**config.mk**
```make
export PLATFORM = sky130hd
export DESIGN_NAME = seq_addsub
export DESIGN_NICKNAME = d
export VERILOG_FILES = /design/src/rtl/alu_pkg.sv /design/src/rtl/seq_addsub_adder_chunk.sv /design/src/rtl/seq_addsub.sv
export SDC_FILE = /design/constraint.sdc
export NUM_CORES = 1
export LEC_CHECK = 0
export CAP_MARGIN = 30
export CELL_PAD_IN_SITES_DETAIL_PLACEMENT = 1
export CELL_PAD_IN_SITES_GLOBAL_PLACEMENT = 2
export CORE_AREA = 5 5 96 98
export DETAILED_ROUTE_END_ITERATION = 8
export DIE_AREA = 0 0 101 103
export PLACE_DENSITY = 0.9
export SYNTH_ARGS = -nofsm -noshare
export SYNTH_HDL_FRONTEND = slang
export SYNTH_SLANG_ARGS = --single-unit
```
**constraint.sdc**
```tcl
create_clock -name clk -period 8.6 [get_ports clk]
set_input_delay 2.58 -clock clk [delete_from_list [all_inputs] [get_ports clk]]
set_output_delay 2.58 -clock clk [all_outputs]
set_load 0.01 [all_outputs]
```
**src/rtl/alu_pkg.sv**
```systemverilog
// Shared constants and FSM encoding for the sequential chunked adder/subtractor.
package alu_pkg;

  localparam int DEFAULT_WIDTH = 16;
  localparam int DEFAULT_CHUNK = 4;

  typedef enum logic [1:0] {
    ST_IDLE = 2'd0,
    ST_RUN  = 2'd1,
    ST_DONE = 2'd2
  } state_e;

  // Chunk counter width; never narrower than one bit, even for a single chunk.
  function automatic int cnt_bits(input int nch);
    return (nch > 1) ? $clog2(nch) : 1;
  endfunction

endpackage

```
**src/rtl/seq_addsub_adder_chunk.sv**
```systemverilog
// Combinational W-bit ripple-carry adder assembled from single-bit full adders.
module full_adder (
  input  logic a,
  input  logic b,
  input  logic ci,
  output logic s,
  output logic co
);
  assign s  = a ^ b ^ ci;
  assign co = (a & b) | (ci & (a ^ b));
endmodule

module adder_chunk #(
  parameter int W = 4
) (
  input  logic [W-1:0] a,
  input  logic [W-1:0] b,
  input  logic         c,
  output logic [W-1:0] sum,
  output logic         carry
);
  logic [W:0] cy;

  assign cy[0] = c;

  for (genvar gi = 0; gi < W; gi++) begin : g_bit
    full_adder u_fa (
      .a  (a[gi]),
      .b  (b[gi]),
      .ci (cy[gi]),
      .s  (sum[gi]),
      .co (cy[gi+1])
    );
  end

  assign carry = cy[W];
endmodule

```
**src/rtl/seq_addsub.sv**
```systemverilog
// Multi-cycle add/subtract: operands are processed CHUNK bits per clock through
// one shared ripple adder, with a handshake on both the request and result side.
module seq_addsub
  import alu_pkg::*;
#(
  parameter int WIDTH = DEFAULT_WIDTH,
  parameter int CHUNK = DEFAULT_CHUNK
) (
  input  logic             clk,
  input  logic             rst_n,
  input  logic             in_valid,
  output logic             in_ready,
  input  logic [WIDTH-1:0] a,
  input  logic [WIDTH-1:0] b,
  input  logic             sub,
  input  logic             cin,
  output logic             out_valid,
  input  logic             out_ready,
  output logic [WIDTH-1:0] sum,
  output logic             cout,
  output logic             ovf,
  output logic             zero
);

  localparam int NCH = WIDTH / CHUNK;
  localparam int CW  = cnt_bits(NCH);
  localparam int MSB = WIDTH - 1;

  state_e           state_q, state_d;
  logic [WIDTH-1:0] a_q, a_d;
  logic [WIDTH-1:0] b_q, b_d;
  logic             carry_q, carry_d;
  logic [CW-1:0]    cnt_q, cnt_d;
  logic [WIDTH-1:0] sum_q, sum_d;
  logic             cout_q, cout_d;
  logic             ovf_q, ovf_d;
  logic             zero_q, zero_d;

  logic [CHUNK-1:0] a_cur, b_cur, chunk_sum;
  logic             chunk_carry;

  // Select the chunk of the latched operands addressed by the counter.
  always_comb begin
    a_cur = '0;
    b_cur = '0;
    for (int i = 0; i < NCH; i++) begin
      if (cnt_q == CW'(i)) begin
        a_cur = a_q[i*CHUNK +: CHUNK];
        b_cur = b_q[i*CHUNK +: CHUNK];
      end
    end
  end

  adder_chunk #(.W(CHUNK)) u_chunk (
    .a     (a_cur),
    .b     (b_cur),
    .c     (carry_q),
    .sum   (chunk_sum),
    .carry (chunk_carry)
  );

  always_comb begin
    state_d   = state_q;
    a_d       = a_q;
    b_d       = b_q;
    carry_d   = carry_q;
    cnt_d     = cnt_q;
    sum_d     = sum_q;
    cout_d    = cout_q;
    ovf_d     = ovf_q;
    zero_d    = zero_q;
    in_ready  = 1'b0;
    out_valid = 1'b0;

    unique case (state_q)
      ST_IDLE: begin
        in_ready = 1'b1;
        if (in_valid) begin
          // Subtraction is folded into addition of ~b with an inverted borrow.
          a_d     = a;
          b_d     = sub ? ~b : b;
          carry_d = sub ? ~cin : cin;
          cnt_d   = '0;
          state_d = ST_RUN;
        end
      end

      ST_RUN: begin
        for (int i = 0; i < NCH; i++) begin
          if (cnt_q == CW'(i)) begin
            sum_d[i*CHUNK +: CHUNK] = chunk_sum;
          end
        end
        carry_d = chunk_carry;
        cnt_d   = cnt_q + 1'b1;
        if (cnt_q == CW'(NCH - 1)) begin
          cnt_d   = '0;
          cout_d  = chunk_carry;
          ovf_d   = (a_q[MSB] ~^ b_q[MSB]) & (chunk_sum[CHUNK-1] ^ a_q[MSB]);
          zero_d  = (sum_d == '0);
          state_d = ST_DONE;
        end
      end

      ST_DONE: begin
        out_valid = 1'b1;
        if (out_ready) begin
          state_d = ST_IDLE;
        end
      end

      default: begin
        state_d = ST_IDLE;
      end
    endcase
  end

  always_ff @(posedge clk or negedge rst_n) begin
    if (!rst_n) begin
      state_q <= ST_IDLE;
      a_q     <= '0;
      b_q     <= '0;
      carry_q <= 1'b0;
      cnt_q   <= '0;
      sum_q   <= '0;
      cout_q  <= 1'b0;
      ovf_q   <= 1'b0;
      zero_q  <= 1'b0;
    end else begin
      state_q <= state_d;
      a_q     <= a_d;
      b_q     <= b_d;
      carry_q <= carry_d;
      cnt_q   <= cnt_d;
      sum_q   <= sum_d;
      cout_q  <= cout_d;
      ovf_q   <= ovf_d;
      zero_q  <= zero_d;
    end
  end

  assign sum  = sum_q;
  assign cout = cout_q;
  assign ovf  = ovf_q;
  assign zero = zero_q;

endmodule

```
==> flow_summary_export.csv <==
group,metric,value,unit
setup_path,crit_cells,16,
die,num_rows,34,
hold_path,hp-class,"flop to flop",
timing,fmax,234,MHz
synthesis,yosys-top-cells-count,"dfrtp_1 (56), a21oi_1 (30), nand2_1 (27), mux2_2 (24), nor2_1 (23)",
clock_tree,cts_tree,"done",
outcome,outcome,"complete, no violations",
pwr,ir_worst_vdd,0.184,mV
die,dieArea,10400,sq um
clock_tree,clk_path_buf_depth,2,
setup_path,path_common_cell,"fa_1",
finish,final_net_count,358,
timing,slew_headroom,36.8,%
setup_path,slowest_stage,"ha_1",
setup_path,cp-end-kind,"flop",
finish,finalNonFillerCells,421,
setup_path,slowest_delay,0.62,ns
setup_path,crit_chain,"inv_1 -> ha_1 -> nand3b_1 -> a21oi_1 -> a21oi_1 -> o21ai_0 -> fa_1 -> inv_1 -> fa_1 -> inv_1 -> fa_1 -> fa_1 -> mux2_2 -> o32a_1 -> nor3_1 -> a32o_1",
synthesis,synth-warning-count,0,
setup_path,cp_max_fo,19,
finish,area_growth,25.7,%
clock_tree,htree_levels,2,
setup_path,cp_num_buf_inv,3,
detailed_routing,wl_per_cell,14.9,microns
synthesis,synthFlopType,"dfrtp_1",
synthesis,syn_nets,307,
synthesis,seq_area_frac_synth,50.0,%
synthesis,yosys.area.top_type,"dfrtp_1",
finish,finalInstanceArea,3520,sq um
timing,rsz0062_at_grt,"false",
clock_tree,clk_latency,0.30,ns
placement,port-buffer-count,58,
timing,tns,0,ns
detailed_routing,viasPerCell,4.79,
finish,diodes,0,
setup_path,path_delay_family,"adder cells",
setup_path,crit_required,8.85,ns
synthesis,yosysTopAreaCellShare,50.0,%
setup_path,ff2ff_path_depth,16,
die,initial_utilization,33.4,%
timing,finalHoldViolCount,0,
clock_tree,ctsResizeCount,0,
placement,place_inst,413,
timing,fin_crit,4.27,ns
timing,setup_viol,0,
job,cap_violations,0,
detailed_routing,drc,0,
global_route,grtUsageTotal,13.1,%
placement,dpl.hpwl,4570,microns
setup_path,worstSetupStartpointType,"flop",
detailed_routing,wl,6280,microns
synthesis,synth_most_common_cell,"dfrtp_1",
placement,placed_cell_area,3430,sq um
synthesis,synth.top_cells.by_area,"dfrtp_1 (50%), mux2_2 (9.6%), a21oi_1 (5.4%)",
detailed_routing,via_count,2016,
clock_tree,postCtsSetupRepairBufs,0,
setup_path,crit_arrival,4.51,ns
detailed_routing,ant_nets,0,
synthesis,synthArstFlopShare,100,%
pwr,power,1.49,mW
clock_tree,cts.reportedPaths.clkPinSlew,0.09,ns
die,fp.coreArea,8380,sq um
synthesis,ys_ff_latch,56,
global_route,grt_overflow_total,0,
timing,worst_pin_slew,0.945,ns
clock_tree,cts.sinks,56,
clock_tree,holdBufCountCts,0,
setup_path,critPathKind,"flop to flop",
synthesis,synth.avg_cell_area,10.7,sq um
die,ios,59,
synthesis,netlist_instances,261,
synthesis,ys_types,33,
clock_tree,cts_root_buffer,"clkbuf_8",
timing,slew_violations,0,
timing,period_share,49.6,%
synthesis,netlist_area,2800,sq um
detailed_routing,drtIter0Drc,57,
finish,drive_gt1_share,12.5,%
placement,routabilityCongestion,0.752,
die,dieHeight,103,microns
global_route,grt_max_degree,57,
pwr,p_leak,1.42,nW
synthesis,synth_edf_count,0,
clock_tree,numCtsBuffers,5,
timing,clock_skew,0.00651,ns
detailed_routing,first_pass_iters,4,
die,die_x,101,microns
hold_path,hold_depth,2,
global_route,grt_antenna_before_repair,0,
timing,hold_ws,0.510,ns
pwr,powerDensity,422,nW/um^2
global_route,grt_pass1_wl,10800,microns
global_route,grt_pass1_vias,2221,
[path summary, 6_finish.rpt]
kind	slack, ns	startpoint	to
min in group asynchronous	2.40	rst_n	ovf
hold reg to reg	0.51	ovf	ovf
hold / removal	0.51	ovf	ovf
setup reg to reg	4.33	cnt_q[1]	zero
max in group asynchronous	5.72	rst_n	b_q[8]
setup / recovery	4.33	cnt_q[1]	zero
[cell usage in the layout (no fill, tap or decap), types with 7 or more instances in the layout]
| cell | count |
|---|---|
| clkdlybuf4s50_1 | 57 |
| dfrtp_1 | 56 |
| a21oi_1 | 30 |
| nand2_1 | 27 |
| mux2_2 | 24 |
| nor2_1 | 23 |
| xnor2_1 | 16 |
| o21ai_0 | 14 |
| nor2b_1 | 7 |
[routing by layer]
layer  part of all wire (%)  GRT usage (%)
met5                      0              0
met4                    1.4           4.19
met3                    4.0           2.30
met2                     49           22.0
met1                     46           17.4
[layout make-up]
| class | instances | area, sq um |
|---|---|---|
| Timing Repair Buffer | 60 | 591 |
| Fill cell | 928 | 4860 |
| Multi-Input combinational cell | 183 | 1280 |
| Inverter | 6 | 22.5 |
| Sequential cell | 56 | 1400 |
| Clock buffer | 8 | 90.1 |
| Tap cell | 108 | 135 |
[cells by family (layout without fill, tap and decap cells)]
group                    Yosys count  after routing  synth area share [%]
XOR/XNOR                          17             17                  5.31
AO/OA/AOI/OAI                     57             57                  11.8
multiplexers                      26             26                  10.7
adder cells (fa/ha/maj)            8              8                  4.65
AND/OR/NAND/NOR                   75             75                  13.3
buffers and inverters             22             74                  4.20
flip-flops                        56             56                  50.0
[sequential cells by signal, summed over array words and instances (netlist names)]
register and count:
a_q 16, b_q 16, sum 16, cnt_q 2
state_q 2, carry_q 1, cout 1, ovf 1
zero 1
[power breakdown]
part / switching (mW) / internal [mW]
combinational: 0.463 / 0.399
clock: 0.0800 / 0.0659
sequential: 0.0859 / 0.394
[per-stage QoR]
stage	utilization [%]	setup slack [ns]
finish	42.0	4.33
global route	42.0	4.02
CTS	42.0	4.26
detailed placement	41.0	4.30
global placement	41.0	4.39
floorplan	-	4.92
[tightest hold or removal path, stage by stage, from the launching register on]
cell	delay (ns)
dfrtp_1	0.36
nand2_1	0.05
o21ai_0	0.07
Power figures use the tool's default switching activity.
